`config.mk`:
```
export PLATFORM = sky130hd
export DESIGN_NAME = aclk_key_entry
export DESIGN_NICKNAME = d
export VERILOG_FILES = /design/src/rtl/aclk_key_entry.sv
export SDC_FILE = /design/constraint.sdc
export NUM_CORES = 1
export LEC_CHECK = 0
export ABC_AREA = 1
export CAP_MARGIN = 20
export CORE_MARGIN = 4
export CORE_UTILIZATION = 30
export DETAILED_ROUTE_END_ITERATION = 10
export MAX_ROUTING_LAYER = met4
export SETUP_SLACK_MARGIN = 0.15
export SLEW_MARGIN = 40
export SYNTH_ARGS = -nofsm -noshare
export SYNTH_HDL_FRONTEND = slang
export SYNTH_SLANG_ARGS = --single-unit
```
`constraint.sdc`:
```
create_clock -name clk -period 4.1 [get_ports clk]
set_input_delay 0.82 -clock clk [delete_from_list [all_inputs] [get_ports clk]]
set_output_delay 0.82 -clock clk [all_outputs]
set_load 0.01 [all_outputs]
```
`src/rtl/aclk_key_entry.sv`:
```
// Keypad entry for the alarm clock: collects ASCII digits into a BCD HHMM value and commits it
// as a new time ('T') or alarm ('A'). Define ACLK_RANGE_CHECK_EN to reject HH>23 or MM>59.
module aclk_key_entry #(
  parameter int DIGITS      = 4,
  parameter int TIMEOUT_CYC = 1000
) (
  input  logic                  clk,
  input  logic                  reset,
  input  logic [7:0]            char_in,
  input  logic                  char_valid,
  output logic                  char_ready,
  output logic [3:0]            key,
  output logic                  show_new_time,
  output logic [4*DIGITS-1:0]   new_time,
  output logic                  load_new_time,
  output logic                  load_alarm,
  output logic                  entry_error
);

  localparam int BUF_W = 4 * DIGITS;
  localparam int CNT_W = $clog2(DIGITS + 1);
  localparam int TMR_W = $clog2(TIMEOUT_CYC);

  typedef enum logic [1:0] {
    S_IDLE   = 2'd0,
    S_ENTRY  = 2'd1,
    S_COMMIT = 2'd2
  } state_t;

  state_t             state_q, state_d;
  logic [BUF_W-1:0]   buf_q, buf_d;
  logic [CNT_W-1:0]   count_q, count_d;
  logic [TMR_W-1:0]   timer_q, timer_d;
  logic [3:0]         key_q, key_d;
  logic [BUF_W-1:0]   new_time_q, new_time_d;
  logic               ready_q, ready_d;
  logic               show_q, show_d;
  logic               load_time_q, load_time_d;
  logic               load_alarm_q, load_alarm_d;
  logic               error_q, error_d;

  logic               xfer;
  logic               is_digit;
  logic               is_time;
  logic               is_alarm;
  logic               is_clear;
  logic [3:0]         digit;
  logic               full;
  logic               commit_ok;

`ifdef ACLK_RANGE_CHECK_EN
  // Only a four-digit HHMM buffer has a meaningful clock range; other widths always pass.
  function automatic logic range_ok(input logic [BUF_W-1:0] v);
    logic [15:0] w;
    logic [7:0]  hh;
    logic [7:0]  mm;
    w  = 16'(v);
    hh = {4'd0, w[15:12]} * 8'd10 + {4'd0, w[11:8]};
    mm = {4'd0, w[7:4]} * 8'd10 + {4'd0, w[3:0]};
    return (DIGITS != 4) || ((hh <= 8'd23) && (mm <= 8'd59));
  endfunction

  assign commit_ok = range_ok(buf_q);
`else
  assign commit_ok = 1'b1;
`endif

  assign xfer     = char_valid & ready_q;
  assign is_digit = (char_in >= 8'h30) && (char_in <= 8'h39);
  assign is_time  = (char_in == 8'h54);
  assign is_alarm = (char_in == 8'h41);
  assign is_clear = (char_in == 8'h2A);
  assign digit    = char_in[3:0];
  assign full     = (count_q == CNT_W'(DIGITS));

  always_comb begin
    state_d      = state_q;
    buf_d        = buf_q;
    count_d      = count_q;
    timer_d      = timer_q;
    key_d        = key_q;
    new_time_d   = new_time_q;
    load_time_d  = 1'b0;
    load_alarm_d = 1'b0;
    error_d      = 1'b0;

    case (state_q)
      S_IDLE: begin
        timer_d = '0;
        if (xfer) begin
          if (is_digit) begin
            buf_d   = BUF_W'(digit);
            count_d = CNT_W'(1);
            key_d   = digit;
            state_d = S_ENTRY;
          end else if (!is_clear) begin
            error_d = 1'b1;
          end
        end
      end

      S_ENTRY: begin
        if (xfer) begin
          timer_d = '0;
          if (is_digit) begin
            if (!full) begin
              buf_d   = (buf_q << 4) | BUF_W'(digit);
              count_d = count_q + CNT_W'(1);
              key_d   = digit;
            end else begin
              error_d = 1'b1;
            end
          end else if (is_time || is_alarm) begin
            if (full && commit_ok) begin
              new_time_d   = buf_q;
              load_time_d  = is_time;
              load_alarm_d = is_alarm;
              buf_d        = '0;
              count_d      = '0;
              state_d      = S_COMMIT;
            end else begin
              error_d = 1'b1;
            end
          end else if (is_clear) begin
            buf_d   = '0;
            count_d = '0;
            state_d = S_IDLE;
          end else begin
            error_d = 1'b1;
          end
        end else if (timer_q == TMR_W'(TIMEOUT_CYC - 1)) begin
          // Abandoned entry: drop the partial value and flag it.
          buf_d   = '0;
          count_d = '0;
          timer_d = '0;
          error_d = 1'b1;
          state_d = S_IDLE;
        end else begin
          timer_d = timer_q + TMR_W'(1);
        end
      end

      S_COMMIT: begin
        state_d = S_IDLE;
      end

      default: begin
        state_d = S_IDLE;
        buf_d   = '0;
        count_d = '0;
        timer_d = '0;
      end
    endcase

    ready_d = (state_d != S_COMMIT);
    show_d  = (state_d == S_ENTRY);
  end

  always_ff @(posedge clk) begin
    if (!reset) begin
      state_q      <= S_IDLE;
      buf_q        <= '0;
      count_q      <= '0;
      timer_q      <= '0;
      key_q        <= '0;
      new_time_q   <= '0;
      ready_q      <= 1'b0;
      show_q       <= 1'b0;
      load_time_q  <= 1'b0;
      load_alarm_q <= 1'b0;
      error_q      <= 1'b0;
    end else begin
      state_q      <= state_d;
      buf_q        <= buf_d;
      count_q      <= count_d;
      timer_q      <= timer_d;
      key_q        <= key_d;
      new_time_q   <= new_time_d;
      ready_q      <= ready_d;
      show_q       <= show_d;
      load_time_q  <= load_time_d;
      load_alarm_q <= load_alarm_d;
      error_q      <= error_d;
    end
  end

  assign char_ready    = ready_q;
  assign key           = key_q;
  assign show_new_time = show_q;
  assign new_time      = new_time_q;
  assign load_new_time = load_time_q;
  assign load_alarm    = load_alarm_q;
  assign entry_error   = error_q;

endmodule

```
# After elaboration in Yosys (flattened, before gate mapping)
# Index checks and enable logic that the tools add are counted.
# classes
addsub	2
order_cmp	2
n_eq_ne	18
muxes	48
bitwise_logic	9
n_reduce_logical	8
# op_table
cell	n
16-bit two-way mux	9
16-bit case mux with 3 select lines	1
3-bit two-way mux	9
10-bit two-way mux	2
4-bit two-way mux	5
10-bit case mux with 2 select lines	1
8-bit by 7-bit == test with 1-bit output (second input constant)	2
2-bit two-way mux	8
16-bit by 4-bit OR with 16-bit output	1
2-bit != test (second input constant)	6
10-bit by 1-bit adder with 10-bit output (second input constant)	1
10-bit == test (second input constant)	1
5-bit != test (second input constant)	2
1-bit two-way mux	9
3-bit case mux with 3 select lines	1
8-bit by 6-bit == test with 1-bit output (second input constant)	1
8-bit by 6-bit >= comparator with 1-bit output (second input constant)	1
8-bit by 6-bit <= comparator with 1-bit output (second input constant)	1
4-bit case mux with 2 select lines	1
1-bit NOT	7
7-bit AND reduction	1
6-bit AND reduction	1
6-bit OR reduction	1
5-bit AND reduction	1
13 further kinds	14
# totals
register_bits	56
out_inout_bits	25

# Longest topological paths before layout
# Gate-level depths: netlist (run 1).
# logic_depth
ltp_word	7
depth_mapped	12
ltp_nobuf	11

# Least setup slack after synthesis (run 1)
# No wires, ideal clock.
# synth_timing
kind	input -> register
from	in char_in[6]
to	reg count_q[1]
setup_time_ns	0.112
arrival_ns	1.879
slack_ns	2.109
path_stages	11
path_buffers	1
path_cell_list	inv_1 nand2_1 nor2_2 nand3_2 nor2_1 nand3_2 nand3_4 buf_8 nand2_1 nand2_1 nor2_2
# synth_via
elab_chain_len	6
# synth_rtl
item	line	rtl
from (decl)	9	input logic [7:0] char_in,
parallel branches: the longest is 6 deep, another holds 8-bit by 6-bit >= comparator with 1-bit output	-	
to (signal assigned)	175	count_q <= count_d;
to (decl)	32	logic [CNT_W-1:0] count_q, count_d;
# Several ways; the timed one is not identified.
# A chain may end at the register's enable or synchronous reset.

# Final worst setup path (run 1)
# layout_timing
from	in char_in[1]
to	reg buf_q[2]
# layout_via
elab_chain_len	6
# layout_rtl
item	line	rtl
parallel branches: the longest is 6 deep, another holds 8-bit by 6-bit >= comparator with 1-bit output	-	
to (signal assigned)	174	buf_q <= buf_d;
to (decl)	31	logic [BUF_W-1:0] buf_q, buf_d;
# Several ways; the timed one is not identified.

==> out/metrics.cfg, run 1 <==
[sta]
report.final.slew_viol_count = 0
fin_skew_ns = 0.00873
final.setup.tns_ns = 0
hold_violations = 0
worst_slack_ns = 1.44
clock.fmax_ghz = 0.376
setup_violations = 0
period_share_pct = 64.9
worstMarginPinSlew_ns = 0.706
min_period_ns = 2.66
rsz0062_at_grt = no
max-slew-margin-rel_pct = 52.8

[die]
die_area_um2 = 10800
start_util_pct = 31.3
placementRows = 34
die_w_um = 104
coreArea_um2 = 8810
pin_count = 36
die_y_um = 104

[setup_path]
reg2reg_from = timer_q[0]
cpPeakStageDelay_ns = 0.51
worstRegToRegCells = 11
critPathRequiredTime_ns = 4.32
crit_path_end_kind = flop
cp-endpoint = buf_q[2]
crit_fanout = 23
crit_chain = clkdlybuf4s50_1 > o21ai_1 > nand3_2 > nor2_1 > nand3_2 > nand3_4 > nand2_1 > inv_1 > nor2_1
critPathLaunch = char_in[1]
worst_ep_arrival_time_ns = 2.89
cp_slowest_cell = clkdlybuf4s50_1
timing.reg2reg.setup_slack_ns = 1.95
worstSetupPathType = in -> reg
r2r_end = buf_q[2]
start_kind = primary input

[yosys]
synth_area_leader_cell = dfxtp_1
synth_top_area_share_pct = 40.7
netlist_area_um2 = 2750
synth-seq-cells = 56
ys.flop_type = dfxtp_1
synth_most_common_cell = nand2_1
syn-instance-count = 390
synthArstFlopShare_pct = 0
synth_edf_count = 0
synthTopCellsByCount = nand2_1 (75), dfxtp_1 (56), nor2_1 (48)
yosys_warnings = 0
syn_avg_cell_area_um2 = 7.06
synthTopCellsByArea = dfxtp_1 (41%), nand2_1 (10%), nor2_1 (6.5%)
yosysUniqueCellTypes = 35
synth_nets = 404
ys_seq_area_share_pct = 40.7

[placement]
placed_cell_area_um2 = 3170
routabilityCongestion = 0.869
dp_hpwl_um = 4140
dp_slack_ns = 1.09
placedCellCount = 521
portBuffers = 35

[clock_network]
h-tree-depth = 2
clk_pin_slew_ns = 0.10
cts_buffers = 5
postCtsHoldBufs = 0
clockRootBuffer = clkbuf_8
post_cts_buffers = 0
post_cts_resized = 0
clk_latency_ns = 0.32
cts_tree = yes
cts.sinks = 56
clock_path_buffers = 2

[global_route]
grt_pass1_vias = 2426
grt_use_total_pct = 11.9
grt_pass1_wl_um = 10600
grt_start_max_net_pins = 48
antenna_found_initial = 0
grt-ovfl-total = 0

[pwr]
p_leak_uw = 0.00133
vdd_ir_drop_max_uv = 122
power_density_nw_per_um2 = 284

[detailed_routing]
ant_nets = 0
via_per_inst = 4.58
drt-pass1-iter-count = 4
drc_errors = 0
vias = 2422
finalWirelength_um = 5920
drt_iter0_markers = 138
routedWlPerCell_um = 11.2

[cells_and_area]
final_area_um2 = 3260
final_cells = 529
num-nets-final = 434
antenna_cells = 0
final_layout_size_suffix_gt1_share_pct = 15.4
nFillCells = 926
syn2layout_area_growth_pct = 18.5

[flow_run]
maxCapViolations = 0

[worst_hold_path]
hold_class = reg -> reg

[outcome]
status = completed

-- area by class of cell --
class,instances,area (µm²),share of cell area [%]
Multi-Input combinational cell,259,1310,40.2
Sequential cell,56,1120,34.4
Timing Repair Buffer,37,365,11.2
Inverter,61,239,7.32
Tap cell,108,135,4.14
Clock buffer,5,68.8,2.11
Clock inverter,3,22.5,0.690
-- flip-flops by register name, summed over array words and instances (netlist names) --
signal / count
buf_q: 16
char_ready: 1
count_q: 3
entry_error: 1
key: 4
load_alarm: 1
load_new_time: 1
new_time: 16
show_new_time: 1
state_q: 2
timer_q: 10
-- per-stage QoR --
step | utilization, % | hold slack (ns) | power (µW)
floorplan | - | 0.445 | 603
global placement | 36.0 | 0.464 | 626
detailed placement | 36.0 | 0.463 | 626
CTS | 37.1 | 0.481 | 942
global route | 37.1 | 0.503 | 968
finish | 37.1 | 0.478 | 926
-- worst max-delay path, delay by kind of cell --
kind            cells  cell delay, ns
simple gates        6            1.25
compound gates      1            0.22
buf+inv             2            0.58
-- logic make-up after synthesis --
logic type / after synthesis / share of synthesized area [%]
buffers and inverters: 75 / 11.7
AO/OA/AOI/OAI: 62 / 11.6
flip-flops: 56 / 40.7
AND/OR/NAND/NOR: 193 / 34.3
XOR/XNOR: 1 / 0.318
adder cells (fa/ha/maj): 3 / 1.36
-- how the worst min path moves through the flow --
| stage | start | end | slack, ns | cells past startpoint |
|---|---|---|---|---|
| finish | buf_q[14] | new_time[14] | 0.48 | 2 |
| global route | buf_q[14] | new_time[14] | 0.50 | 2 |
| CTS | buf_q[14] | new_time[14] | 0.48 | 2 |
| detailed placement | buf_q[14] | new_time[14] | 0.46 | 2 |
| global placement | buf_q[15] | new_time[15] | 0.46 | 2 |
| floorplan | buf_q[1] | new_time[1] | 0.44 | 2 |
-- cells in the final DEF, fill, tap and decap left out, types with 2 or more instances in the layout --
master,n
inv_2,15
o21ai_0,19
nor2_4,3
clkbuf_8,5
nand2_2,16
nand2_1,75
o21ai_1,11
clkinv_1,2
nor2_1,48
inv_1,42
ha_1,3
dfxtp_1,56
nand3_2,3
and3_1,2
nand4_1,18
nand3_1,11
nor2_2,11
buf_4,2
clkdlybuf4s50_1,35
inv_6,3
a21oi_1,28
-- routing by layer --
layer,track usage (%),up-vias,share of wire (%)
met5,-,-,0
met4,6.27,0,2.8
met3,1.99,12,2.4
met2,19.5,37,45
met1,14.0,1082,49
li1,-,1291,-
-- report_power, final --
group | internal (µW) | total, µW | switching (µW)
clock | 123 | 312 | 189
combinational | 25.1 | 62.0 | 36.9
sequential | 549 | 551 | 2.56
total | 697 | 926 | 229
(Power assumes the default switching activity.)
==> run 2: changes to the inputs <==
clock period = 2.78 ns   (was 4.1 ns; I/O delays follow)
==> run 2 against run 1 <==
Clock power rose by 99%. Power rose by 65%. Routed wire length rose by 1.8%. Cell count rose by 0.57%. First-iteration DRC count rose by 10%. Hold slack barely moved. Sequential power rose by 48%. Global-route usage fell by 0.20 points. Count of clock-buffer cells in the layout did not move. Highest routed layer unchanged.
==> out/metrics.cfg, run 2 (same netlist as run 1, synthesis figures left out) <==
[outcome]
status = completed

[placement]
placed_cell_area_um2 = 3200  ; +0.95%
dp_hpwl_um = 4290  ; +3.6%
placedCellCount = 525  ; +0.77%
routabilityCongestion = 0.875  ; +0.63%
portBuffers = 35  ; unchanged

[global_route]
grt-ovfl-total = 0  ; unchanged
antenna_found_initial = 0  ; unchanged
grt_use_total_pct = 11.7  ; -0.20 points
grt_pass1_wl_um = 10600  ; -0.40%
grt_pass1_vias = 2351  ; -3.1%
grt_start_max_net_pins = 40  ; -17%

[clock_network]
postCtsHoldBufs = 0  ; unchanged
clockRootBuffer = clkbuf_8
clock_path_buffers = 2  ; unchanged
cts_buffers = 5  ; unchanged
clk_latency_ns = 0.30  ; -0.02 ns
h-tree-depth = 2  ; unchanged
cts_tree = yes
cts.sinks = 56  ; unchanged
post_cts_resized = 0  ; unchanged
clk_pin_slew_ns = 0.10  ; about the same
post_cts_buffers = 0  ; unchanged

[pwr]
finalPower_uw = 1530  ; +65%
vdd_ir_drop_max_uv = 207  ; +70%
power_density_nw_per_um2 = 458  ; +62%
p_leak_uw = 0.00136  ; +2.6%

[setup_path]
start_kind = primary input
worstSetupPathType = in -> reg
crit_fanout = 23  ; unchanged
critPathRequiredTime_ns = 2.99  ; -1.33 ns
critPathLaunch = char_in[5]
reg2reg_from = timer_q[0]
worst_ep_arrival_time_ns = 2.37  ; -0.52 ns
crit_path_end_kind = flop

[sta]
rsz0062_at_grt = no
report.final.slew_viol_count = 0  ; unchanged
setup_violations = 0  ; unchanged
hold_violations = 0  ; unchanged
fin_skew_ns = 0.00700  ; -0.00173 ns
worstMarginPinSlew_ns = 0.391  ; -0.315 ns
max-slew-margin-rel_pct = 73.9  ; +21 points
final.setup.tns_ns = 0  ; unchanged
min_period_ns = 2.16
clock.fmax_ghz = 0.464
period_share_pct = 77.6

[flow_run]
maxCapViolations = 0  ; unchanged

[cells_and_area]
final_area_um2 = 3330  ; +2.1%
final_common_cell = nand2_1
syn2layout_area_growth_pct = 20.9
nFillCells = 925  ; -0.11%
final_cells = 532  ; +0.57%
antenna_cells = 0  ; unchanged
num-nets-final = 438  ; +0.92%
final_cell_mix = nand2_1 (75), dfxtp_1 (56), nor2_1 (48)
final_layout_size_suffix_gt1_share_pct = 16.0  ; +0.60 points

[die]
coreArea_um2 = 8810  ; unchanged
pin_count = 36  ; unchanged
placementRows = 34  ; unchanged
die_w_um = 104  ; unchanged
die_area_um2 = 10800  ; unchanged
die_y_um = 104  ; unchanged
start_util_pct = 31.3  ; unchanged

[detailed_routing]
ant_nets = 0  ; unchanged
drc_errors = 0  ; unchanged
finalWirelength_um = 6030  ; +1.8%
vias = 2464  ; +1.7%
routedWlPerCell_um = 11.3  ; +1.3%
drt-pass1-iter-count = 4  ; unchanged
drt_iter0_markers = 152  ; +10%
via_per_inst = 4.63  ; +1.2%

[worst_hold_path]
hold_class = reg -> reg
worstHoldStart = buf_q[13]

[run 2: where the power goes]
group          total, µW  switching (µW)  internal [µW]
Sequential           813            3.76            809
Combinational       91.7            54.4           37.3
Clock                622             267            355
[run 2: path summary, 6_finish.rpt]
path / end / slack [ns] / cells past startpoint
max reg2reg: buf_q[12] / 0.82 / 10
min reg2reg: new_time[13] / 0.48 / 2
max: buf_q[12] / 0.62 / 10
min: new_time[13] / 0.48 / 2
[run 2: area by class of cell]
class | count | area (µm²) | share of cell area [%]
sequential | 56 | 1120 | 33.7
clock inverter | 2 | 60.1 | 1.80
tap | 108 | 135 | 4.06
multi-input combinational | 259 | 1310 | 39.4
timing repair buffer | 41 | 395 | 11.9
inverter | 61 | 239 | 7.18
clock buffer | 5 | 68.8 | 2.07
[run 2: worst max-delay path, stage by stage]
cell and delay (ns):
clkdlybuf4s50_1 0.53, nand2_1 0.08, nor2_2 0.14, nand3_2 0.13, nand2_1 0.09, nand2_1 0.12
nor2_8 0.12, nand3_4 0.32, nor2_2 0.22, nor2_2 0.05
[run 2: metrics by stage]
stage | hold slack, ns | utilization (%) | setup WS, ns
after floorplan | 0.445 | - | 1.05
after global placement | 0.459 | 36.4 | 0.348
after detailed placement | 0.469 | 36.4 | 0.255
after CTS | 0.484 | 37.8 | 0.596
after global routing | 0.513 | 37.8 | 0.423
final | 0.478 | 37.8 | 0.624
[run 2: routing by layer]
layer / global-route usage, % / part of all wire (%) / up-vias
li1: - / - / 1297
met1: 14.9 / 50 / 1116
met2: 19.2 / 46 / 45
met3: 1.80 / 2.7 / 6
met4: 3.70 / 1.5 / 0
met5: - / 0 / -
